File: src/rtl/iop_to_ahb_master.sv
// Single-transfer IOP request to AHB-Lite master bridge. Each accepted request
// becomes one non-pipelined SINGLE transfer; misaligned or illegal sizes are rejected locally.
module iop_to_ahb_master #(
   parameter int unsigned ADDR_WIDTH = 12,
   parameter logic [31:0] BASE_ADDR  = 32'h4000_0000,
   parameter logic [3:0]  HPROT_VAL  = 4'b0011
) (
   input  logic                  HCLK,
   input  logic                  HRESETn,
   input  logic                  IOSEL,
   input  logic                  IOTRANS,
   input  logic                  IOWRITE,
   input  logic [1:0]            IOSIZE,
   input  logic [ADDR_WIDTH-1:0] IOADDR,
   input  logic [31:0]           IOWDATA,
   output logic                  IOREADY,
   output logic                  IODONE,
   output logic                  IORESP,
   output logic [31:0]           IORDATA,
   output logic [31:0]           HADDR,
   output logic [1:0]            HTRANS,
   output logic                  HWRITE,
   output logic [2:0]            HSIZE,
   output logic [2:0]            HBURST,
   output logic [3:0]            HPROT,
   output logic [31:0]           HWDATA,
   input  logic [31:0]           HRDATA,
   input  logic                  HREADY,
   input  logic                  HRESP
);

   // state   | meaning
   // ST_IDLE | waiting for a request, IOREADY high
   // ST_ADDR | AHB address phase, NONSEQ driven until HREADY
   // ST_DATA | AHB data phase, waiting for HREADY to complete
   // ST_REJ  | illegal request, report error next cycle without bus access
   typedef enum logic [1:0] {
      ST_IDLE = 2'd0,
      ST_ADDR = 2'd1,
      ST_DATA = 2'd2,
      ST_REJ  = 2'd3
   } state_t;

   localparam logic [1:0] HTRANS_IDLE   = 2'b00;
   localparam logic [1:0] HTRANS_NONSEQ = 2'b10;

   state_t      state_q, state_d;

   logic        ioready_q, ioready_d;
   logic        iodone_q,  iodone_d;
   logic        ioresp_q,  ioresp_d;
   logic [31:0] iordata_q, iordata_d;
   logic [31:0] haddr_q,   haddr_d;
   logic [1:0]  htrans_q,  htrans_d;
   logic        hwrite_q,  hwrite_d;
   logic [2:0]  hsize_q,   hsize_d;
   logic [31:0] hwdata_q,  hwdata_d;
   logic [31:0] wdata_q,   wdata_d;

   logic        accept;
   logic        illegal;

   assign accept = IOSEL & IOTRANS & ioready_q;

   always_comb begin
      illegal = 1'b0;
      case (IOSIZE)
         2'b01:   illegal = IOADDR[0];
         2'b10:   illegal = (IOADDR[1:0] != 2'b00);
         2'b11:   illegal = 1'b1;
         default: illegal = 1'b0;
      endcase
   end

   always_ff @(posedge HCLK or negedge HRESETn) begin
      if (!HRESETn) begin
         state_q <= ST_IDLE;
      end else begin
         state_q <= state_d;
      end
   end

   always_comb begin
      state_d = state_q;
      case (state_q)
         ST_IDLE: begin
            if (accept) begin
               state_d = illegal ? ST_REJ : ST_ADDR;
            end
         end
         ST_ADDR: begin
            if (HREADY) begin
               state_d = ST_DATA;
            end
         end
         ST_DATA: begin
            if (HREADY) begin
               state_d = ST_IDLE;
            end
         end
         ST_REJ:  state_d = ST_IDLE;
         default: state_d = ST_IDLE;
      endcase
   end

   // Computes the next value of every registered output; all bus and IOP
   // outputs come straight from flops.
   always_comb begin
      ioready_d = ioready_q;
      iodone_d  = 1'b0;
      ioresp_d  = ioresp_q;
      iordata_d = iordata_q;
      haddr_d   = haddr_q;
      htrans_d  = htrans_q;
      hwrite_d  = hwrite_q;
      hsize_d   = hsize_q;
      hwdata_d  = hwdata_q;
      wdata_d   = wdata_q;
      case (state_q)
         ST_IDLE: begin
            if (accept) begin
               ioready_d = 1'b0;
               if (!illegal) begin
                  haddr_d  = {BASE_ADDR[31:ADDR_WIDTH], IOADDR};
                  htrans_d = HTRANS_NONSEQ;
                  hwrite_d = IOWRITE;
                  hsize_d  = {1'b0, IOSIZE};
                  wdata_d  = IOWDATA;
               end
            end
         end
         ST_ADDR: begin
            if (HREADY) begin
               htrans_d = HTRANS_IDLE;
               if (hwrite_q) begin
                  hwdata_d = wdata_q;
               end
            end
         end
         ST_DATA: begin
            // The first ERROR cycle has HREADY low, so it simply extends the wait.
            if (HREADY) begin
               iodone_d  = 1'b1;
               ioready_d = 1'b1;
               ioresp_d  = HRESP;
               if (!hwrite_q) begin
                  iordata_d = HRDATA;
               end
            end
         end
         ST_REJ: begin
            iodone_d  = 1'b1;
            ioresp_d  = 1'b1;
            ioready_d = 1'b1;
         end
         default: begin
            htrans_d  = HTRANS_IDLE;
            ioready_d = 1'b1;
         end
      endcase
   end

   always_ff @(posedge HCLK or negedge HRESETn) begin
      if (!HRESETn) begin
         ioready_q <= 1'b1;
         iodone_q  <= 1'b0;
         ioresp_q  <= 1'b0;
         iordata_q <= 32'h0;
         haddr_q   <= 32'h0;
         htrans_q  <= HTRANS_IDLE;
         hwrite_q  <= 1'b0;
         hsize_q   <= 3'b000;
         hwdata_q  <= 32'h0;
         wdata_q   <= 32'h0;
      end else begin
         ioready_q <= ioready_d;
         iodone_q  <= iodone_d;
         ioresp_q  <= ioresp_d;
         iordata_q <= iordata_d;
         haddr_q   <= haddr_d;
         htrans_q  <= htrans_d;
         hwrite_q  <= hwrite_d;
         hsize_q   <= hsize_d;
         hwdata_q  <= hwdata_d;
         wdata_q   <= wdata_d;
      end
   end

   assign IOREADY = ioready_q;
   assign IODONE  = iodone_q;
   assign IORESP  = ioresp_q;
   assign IORDATA = iordata_q;
   assign HADDR   = haddr_q;
   assign HTRANS  = htrans_q;
   assign HWRITE  = hwrite_q;
   assign HSIZE   = hsize_q;
   assign HWDATA  = hwdata_q;
   assign HBURST  = 3'b000;
   assign HPROT   = HPROT_VAL;

endmodule

File: config.mk
export PLATFORM = sky130hd
export DESIGN_NAME = iop_to_ahb_master
export DESIGN_NICKNAME = d
export VERILOG_FILES = /design/src/rtl/iop_to_ahb_master.sv
export SDC_FILE = /design/constraint.sdc
export NUM_CORES = 1
export LEC_CHECK = 0
export CORE_MARGIN = 4
export CORE_UTILIZATION = 39
export DETAILED_ROUTE_END_ITERATION = 10
export GPL_TIMING_DRIVEN = 0
export PLACE_DENSITY = 0.76
export SYNTH_ARGS = -nofsm -noshare
export SYNTH_HDL_FRONTEND = slang
export SYNTH_SLANG_ARGS = --single-unit
File: constraint.sdc
create_clock -name HCLK -period 1.7 [get_ports HCLK]
set_clock_uncertainty 0.15 [all_clocks]
set_input_delay 0.34 -clock HCLK [delete_from_list [all_inputs] [get_ports HCLK]]
set_output_delay 0.34 -clock HCLK [all_outputs]
set_load 0.05 [all_outputs]
-- Word level (Yosys, flattened, before mapping)
Cells that the tools add are included.
- bits in registers: 119
- input bits: 85
- equality and inequality tests: 10
- mux-type cells: 16
- bitwise gates (word level): 4
- reductions and logical operators: 12
- operators by type and width (cell ; count):
    AND reduction 3 bit ; 5
    two-way mux 2 bit ; 6
    == test 2 bit (second input constant) ; 4
    inequality test 2 bit (second input constant) ; 4
    case mux 2 bit (4 select lines) ; 1
    case mux 1 bit (3 select lines) ; 2
    nonzero test 2 bit ; 3
    == test 2 x 1 -> 1 bit (second input constant) ; 2
    two-way mux 1 bit ; 4
    case mux 1 bit (2 select lines) ; 2
    case mux 2 bit (2 select lines) ; 1
    AND reduction 4 bit ; 1
    nonzero test 3 bit ; 1
    bitwise AND 1 bit ; 2
    zero test 2 bit ; 1
    NOT 1 bit ; 2
    AND reduction 2 bit ; 1

-- Longest topological paths before layout
Gate-level depths: netlist (run 1).
- depth after elaboration: 5
- depth in mapped cells: 5

-- Least setup slack after synthesis (run 1)
No wires, ideal clock.
- kind: register to register
- from: register ioready_q, in the netlist IOREADY
- to: register wdata_q[23]
- library setup time: 0.125 ns
- data arrival time: 1.641 ns
- path slack: -0.216 ns
- cell stages (with the launch flop): 6
- buffers on the path: 2
- clock period less this slack: 1.916 ns
- path through: dfstp_2 and3_1 o211ai_2 buf_6 buf_6 mux2_4
- cells in the longest elaborated chain, start to end: 2
- RTL lines (element ; RTL line ; text):
    start, declared ; 49 ; logic ioready_q, ioready_d;
    start signal, assigned ; 176 ; ioready_q <= ioready_d;
    bitwise AND 1 bit ; 63 ; assign accept = IOSEL & IOTRANS & ioready_q;
    AND reduction 3 bit (no source line) ; -- ;
    end signal, assigned ; 185 ; wdata_q <= wdata_d;
    end, declared ; 58 ; logic [31:0] wdata_q, wdata_d;
Every way passes these cells.
A chain may end at the register's enable or synchronous reset.

-- Worst setup path after layout (run 1)
- from: register ioready_q, in the netlist IOREADY
- to: register haddr_q[2], in the netlist HADDR[2]
- cells in the longest elaborated chain, start to end: 2
- RTL lines (element ; RTL line ; text):
    bitwise AND 1 bit ; 63 ;
    AND reduction 3 bit (no source line) ; -- ;
    end signal, assigned ; 180 ; haddr_q <= haddr_d;
    end, declared ; 53 ; logic [31:0] haddr_q, haddr_d;
Every way passes these cells.

==> results by group, run 1 <==
Die
  • Initial core utilization: around 40%
  • Ports: 197
  • Die area: 14,030 sq um
  • Die X: 118.4 um
  • Core Area: 11,960 sq um
  • Die Y: roughly 120 um
  • Rows: 40

Synth
  • Post-synth EDFFs: 0
  • Top_reg_cell synth: dfrtp_1
  • Post-Synthesis Cells: between 200 and 300
  • Post-synth ARST share: 100.0%
  • Syn Area/Cell: ~16 sq um
  • Leading area contributor after synthesis: dfrtp_1
  • Top-area cell type share of the netlist area: between 60% and 70%
  • Mapped Area: roughly 4800 sq um
  • Sequential cell area fraction in the yosys report: 62.10%
  • Yosys warns: 0
  • Unique masters post-synth: 28
  • Ranking of synthesized cells by area: dfrtp_1 62%, mux2_2 22%, buf_4 4.9%
  • #FFs+latches synth: around 120

Finish
  • Fin area: 7705 sq um
  • Synth-to-Final Area Change: 61.97%
  • Final Net Count: just over 600
  • Inserted Diodes: 0
  • Share of post-route cells with drive strength above 1: 53.07%

Clock tree
  • CTS clk-pin slew, worst paths: about 0.05 ns
  • Clk_lat worst skew: 0.40 ns
  • Htree depth: 4
  • Clk sinks: between 100 and 150
  • CTS buffer count: 17
  • CTS tree: yes
  • Clk buf depth: 2
  • Root buf cell: clkbuf_16

Routing
  • Detail Route Antenna Nets: 0
  • DR DRC count: 0
  • DR WL/cell: between 15 and 20 um
  • Initial DRC Count: 92
  • Drt pass-1 iters: 4
  • Via/cell ratio: roughly 4.5
  • Routed WL: about 11 mm
  • Vias after detailed routing: between 3,000 and 4,000

Worst setup path
  • Startpoint Class: register
  • Crit-path max FO: 7
  • Setup crit end kind: register
  • Kind of critical path: register to register
  • Worst r2r src: IOREADY
  • Worst path cell trace: and3_4 -> o211ai_4 -> buf_8 -> buf_12 -> buf_12 -> mux2_2
  • Crit path required time: 1.84 ns
  • CP Launch Point: IOREADY
  • Delay-heaviest family, CP: flip-flops
  • Crit-path most repeated cell: buf_12
  • CP max-delay cell: dfstp_2
  • Worst path max stage delay: about 0.55 ns
  • Critical path buffer and inverter count: 3
  • Worst path arrival time: 1.93 ns

Timing
  • WHS: around 0.25 ns
  • Final Cycle Share: 105.0%
  • Final setup viols: 10
  • Min Tclk post-route: ~1.8 ns
  • Fmax: 560.4 MHz
  • Count of final hold-check violations: 0
  • Setup_tns: -0.6286 ns
  • Final worst slack: -0.08431 ns
  • Final Max Slew Viols: 0
  • RSZ-0062 raised after global routing: true

Power and ir drop
  • Tot Pwr: between 15,000 and 20,000 uW
  • Worst vdd ir: between 0.8 and 0.9 mV
  • LEAKAGE: approximately 0.0035 uW
  • Pwr dens: 1998 nW/um^2

Global route
  • First-pass GRT wire length: 17.15 mm
  • Pin count of the biggest net entering global routing: 70
  • GRT Total Usage: ~16%
  • Vias in the first global route: between 3,000 and 4,000
  • Antenna violations before repair: 0
  • Overflow left after global routing: 0

Hold path
  • Min-Delay Startpoint: IOADDR[0]
  • HP Class: input pin to register

Placement
  • Buffers on Ports: between 150 and 200
  • Routability-driven placement congestion ratio: around 0.7
  • Placed instance area: slightly below 7000 sq um
  • DP Wirelength: a little under 8 mm
  • Dpl ws: -0.6405 ns

Run status
  • Failing checks: negative setup slack
  • Outcome: finished, violations left

Job
  • Max Cap Violations: 0
## flip-flops by register name (all words and copies together) (netlist names)
name / cells
IOREADY: 1
IORDATA: 32
HADDR: 13
IODONE: 1
HWRITE: 1
IORESP: 1
HSIZE: 2
wdata_q: 32
state_q: 2
HTRANS: 1
HWDATA: 32
## power breakdown
part,switching [uW],internal [uW],total [uW]
logic,4340,2680,7020
registers,675,4100,4770
clock network,1160,2440,3600
total,6180,9220,15400
## worst reg2reg max path: cells and delay by family, from the launching register on
family | cells | cell delay [ns]
AOI/OAI and AO/OA | 1 | 0.10
buffers and inverters | 3 | 0.41
DFF | 1 | 0.55
muxes | 1 | 0.27
and+or+nand+nor | 1 | 0.20
## layer usage
metal  wire [um]  global-route usage, %  part of all wire, %  vias to the layer above
met5           0                      0                    0                        -
met4         215                  6.951                  2.0                        0
met3         830                  7.129                  7.7                       15
met2        5701                  27.37                   53                      115
met1        4023                  16.20                   37                     1516
li1            -                      -                    -                     1431
## cells in the final DEF, fill, tap and decap left out, types with 5 or more instances in the layout
cell type        count
clkdlybuf4s50_1     80
clkdlybuf4s15_2     80
clkinv_2             5
mux2_4               9
clkbuf_16           19
buf_4               35
dfrtp_1            114
clkbuf_8             5
buf_6                8
conb_1              28
mux2_1               7
mux2_2              95
## synthesized netlist by cell type (2+ instances only)
master / number
nand2b_1: 3
buf_6: 7
conb_1: 2
mux2_4: 9
dfrtp_1: 117
a21oi_1: 2
nor2_1: 2
nand2_1: 2
mux2_1: 7
mux2_2: 95
buf_4: 31
and3_1: 2
## path summary, 6_finish.rpt
| check | end | slack [ns] | cells past startpoint |
|---|---|---|---|
| max | HADDR[2] | -0.08 | 6 |
| min in group asynchronous | wdata_q[23] | 0.30 | 2 |
| min | HADDR[0] | 0.25 | 2 |
| max reg2reg | HADDR[2] | -0.08 | 6 |
| max in group asynchronous | IOREADY | 0.39 | 3 |
| min reg2reg | HADDR[30] | 0.32 | 1 |
## metrics by stage
| stage | std cells | utilization (%) |
|---|---|---|
| after floorplan | 321 | - |
| after global placement | 636 | 56.34 |
| after detailed placement | 637 | 56.58 |
| after CTS | 678 | 63.60 |
| after global routing | 684 | 64.41 |
| final | 684 | 64.41 |
## cell type report
cell class,count,area [sq um]
Clock buffer,23,488.0
Timing Repair Buffer,184,1989
Clock inverter,9,122.6
Fill cell,933,4257
Buffer,39,365.4
Multi-Input combinational cell,163,1594
Sequential cell,118,2958
Inverter,1,3.754
Tap cell,147,183.9
## logic make-up after synthesis
| group | Yosys count | share of synthesized area [%] |
|---|---|---|
| other | 2 | 0.1579 |
| muxes | 111 | 26.99 |
| and+or+nand+nor | 15 | 2.499 |
| buffers and inverters | 40 | 6.917 |
| AOI/OAI and AO/OA | 9 | 1.342 |
| DFF | 118 | 62.10 |
## what timing repair did
| item | in CTS | in global routing |
|---|---|---|
| pin swaps | 2 | 1 |
| endpoints found under the hold margin | 49 | 0 |
| cloned | 1 | 3 |
| buffers inserted | 7 | 3 |
| resized for setup | 267 | 14 |
| hold buffers | 1 | 0 |
| setup endpoints to repair | 161 | 70 |
Power figures use the tool's default switching activity.
==> run 2: changes to the inputs <==
HOLD_SLACK_MARGIN = 0.08   (was not set)
SKIP_LAST_GASP = 1   (was not set)
==> results by group, run 2 (synthesis gave the netlist of run 1 again) <==
Finish
  • Synth-to-Final Area Change: 61.81% (about the same)
  • Most frequent cells in the layout: 114 x dfrtp_1, 95 x mux2_2, 80 x clkdlybuf4s50_1, 80 x clkdlybuf4s15_2, 36 x buf_4
  • Commonest non-fill, non-tap cell in the layout: dfrtp_1
  • Fin area: 7697 sq um (about the same)
  • Final Net Count: 609 (unchanged)
  • Inserted Diodes: 0 (unchanged)
  • Share of post-route cells with drive strength above 1: 53.07% (unchanged)
  • Fillers: 935 (+0.21%)

Routing
  • Drt pass-1 iters: 4 (unchanged)
  • Initial DRC Count: 86 (-6.5%)
  • Via/cell ratio: 4.497 (about the same)
  • DR DRC count: 0 (unchanged)
  • Vias after detailed routing: 3,076 (-0.032%)
  • Detail Route Antenna Nets: 0 (unchanged)
  • Routed WL: 10.77 mm (about the same)
  • DR WL/cell: 15.74 um (about the same)

Clock tree
  • Clk_lat worst skew: 0.40 ns (about the same)
  • CTS clk-pin slew, worst paths: 0.05 ns (about the same)
  • Clk sinks: 118 (unchanged)
  • Root buf cell: clkbuf_16
  • Clk buf depth: 2 (unchanged)
  • Htree depth: 4 (unchanged)
  • CTS tree: yes
  • CTS buffer count: 17 (unchanged)

Worst setup path
  • R2R cell count: 6 (unchanged)
  • Setup crit end kind: register
  • CP Launch Point: IOREADY
  • Kind of critical path: register to register
  • Crit path required time: 1.84 ns (about the same)
  • Startpoint Class: register
  • Worst path arrival time: 1.93 ns (about the same)
  • R2r endpoint: HADDR[2]
  • Crit-path max FO: 7 (unchanged)
  • Crit path capture: HADDR[2]
  • R2R Setup Slk: -0.08 ns (about the same)
  • Worst r2r src: IOREADY

Die
  • Die area: 14,030 sq um (unchanged)
  • Core Area: 11,960 sq um (unchanged)
  • Rows: 40 (unchanged)
  • Die Y: 118.4 um (unchanged)
  • Die X: 118.4 um (unchanged)
  • Initial core utilization: 39.77% (unchanged)
  • Ports: 197 (unchanged)

Placement
  • Placed instance area: 6768 sq um (unchanged)
  • DP Wirelength: 7.831 mm (unchanged)
  • Routability-driven placement congestion ratio: 0.6903 (unchanged)
  • Buffers on Ports: 168 (unchanged)

Hold path
  • HP Class: input pin to register

Global route
  • GR Util met3: 7.129% (unchanged)
  • GRT Total Usage: 15.70% (unchanged)
  • Overflow left after global routing: 0 (unchanged)
  • GRT Max-Usage Layer: met2
  • Antenna violations before repair: 0 (unchanged)
  • First-pass GRT wire length: 17.15 mm (unchanged)
  • Pin count of the biggest net entering global routing: 70 (unchanged)
  • Met1 Use GR: 16.20% (unchanged)
  • Vias in the first global route: 3,347 (unchanged)
  • GR Util met2: 27.37% (unchanged)

Timing
  • Setup_tns: -0.7175 ns (-0.08885 ns)
  • Final worst slack: -0.08404 ns (+0.0002624 ns)
  • Final Cycle Share: 104.9% (about the same)
  • Fmax: 560.5 MHz (about the same)
  • Final setup viols: 20 (+10)
  • Final Max Slew Viols: 0 (unchanged)
  • Count of final hold-check violations: 0 (unchanged)
  • Min Tclk post-route: 1.784 ns (-0.0002624 ns)
  • RSZ-0062 raised after global routing: true

Power and ir drop
  • LEAKAGE: 0.003540 uW (about the same)
  • Pwr dens: 1999 nW/um^2 (about the same)
  • Worst vdd ir: 0.8995 mV (about the same)

Job
  • Max Cap Violations: 0 (unchanged)

Run status
  • Failing checks: negative setup slack
  • Outcome: finished, violations left
-- run 2: cell types whose count changed in the layout (fill, tap and decap cells not counted) --
cell	delta
buf_4	+1
buf_8	-1
-- run 2: per-layer routing --
metal  part of all wire (%)  wire length [um]
met4                    2.0               215
met2                     53              5688
met3                    7.7               830
met5                      0                 0
met1                     37              4031
-- run 2: cell type report --
class	instances	area, sq um	area share, %
flip-flops and latches	118	2958	38.43
repair buffers	184	1989	25.85
multi-input cells	163	1594	20.71
clock buffers	23	488.0	6.339
plain buffers	39	357.8	4.649
well taps	147	183.9	2.389
clock inverters	9	122.6	1.593
inverters	1	3.754	0.04876
-- run 2: worst min path at each step --
stage	start	endpoint	slack, ns	depth (start not counted)
detailed placement	HRESETn	wdata_q[23]	0.16	1
CTS	IOADDR[0]	HADDR[0]	0.25	2
global route	IOADDR[0]	HADDR[0]	0.25	2
floorplan	HRESETn	HADDR[0]	-0.11	0
global placement	HADDR[30]	HADDR[30]	0.30	1
finish	IOADDR[0]	HADDR[0]	0.25	2
-- run 2: critical path: stages (launching register included) --
cell,delay (ns)
dfstp_2,0.55
and3_4,0.20
o211ai_4,0.10
buf_8,0.16
buf_12,0.12
buf_12,0.12
mux2_2,0.27
-- run 2: power breakdown --
| group | internal [uW] | switching, uW | total [uW] |
|---|---|---|---|
| combinational | 2670 | 4340 | 7020 |
| clock | 2440 | 1160 | 3600 |
| sequential | 4100 | 675 | 4770 |
| total | 9210 | 6170 | 15400 |
-- run 2: metrics by stage --
step | total power (uW) | util [%] | instances | setup WS, ns | hold slack, ns
after floorplan | 9535 | - | 321 | -0.1898 | -0.1056
after global placement | 11830 | 56.34 | 636 | -4.653 | 0.3020
after detailed placement | 12040 | 56.58 | 637 | -0.6405 | 0.1591
after CTS | 15530 | 63.60 | 678 | -0.1052 | 0.2454
after global routing | 16110 | 64.35 | 684 | -0.1292 | 0.2533
final | 15390 | 64.35 | 684 | -0.08404 | 0.2497
-- run 2: what timing repair did --
action                     in CTS  in global routing
cloned                          1                  3
setup endpoints to repair     161                 70
gates resized for setup       267                 12
pin swaps                       2                  1
hold buffers                    1                  0
hold endpoints to repair       49                  0
setup buffers                   7                  3
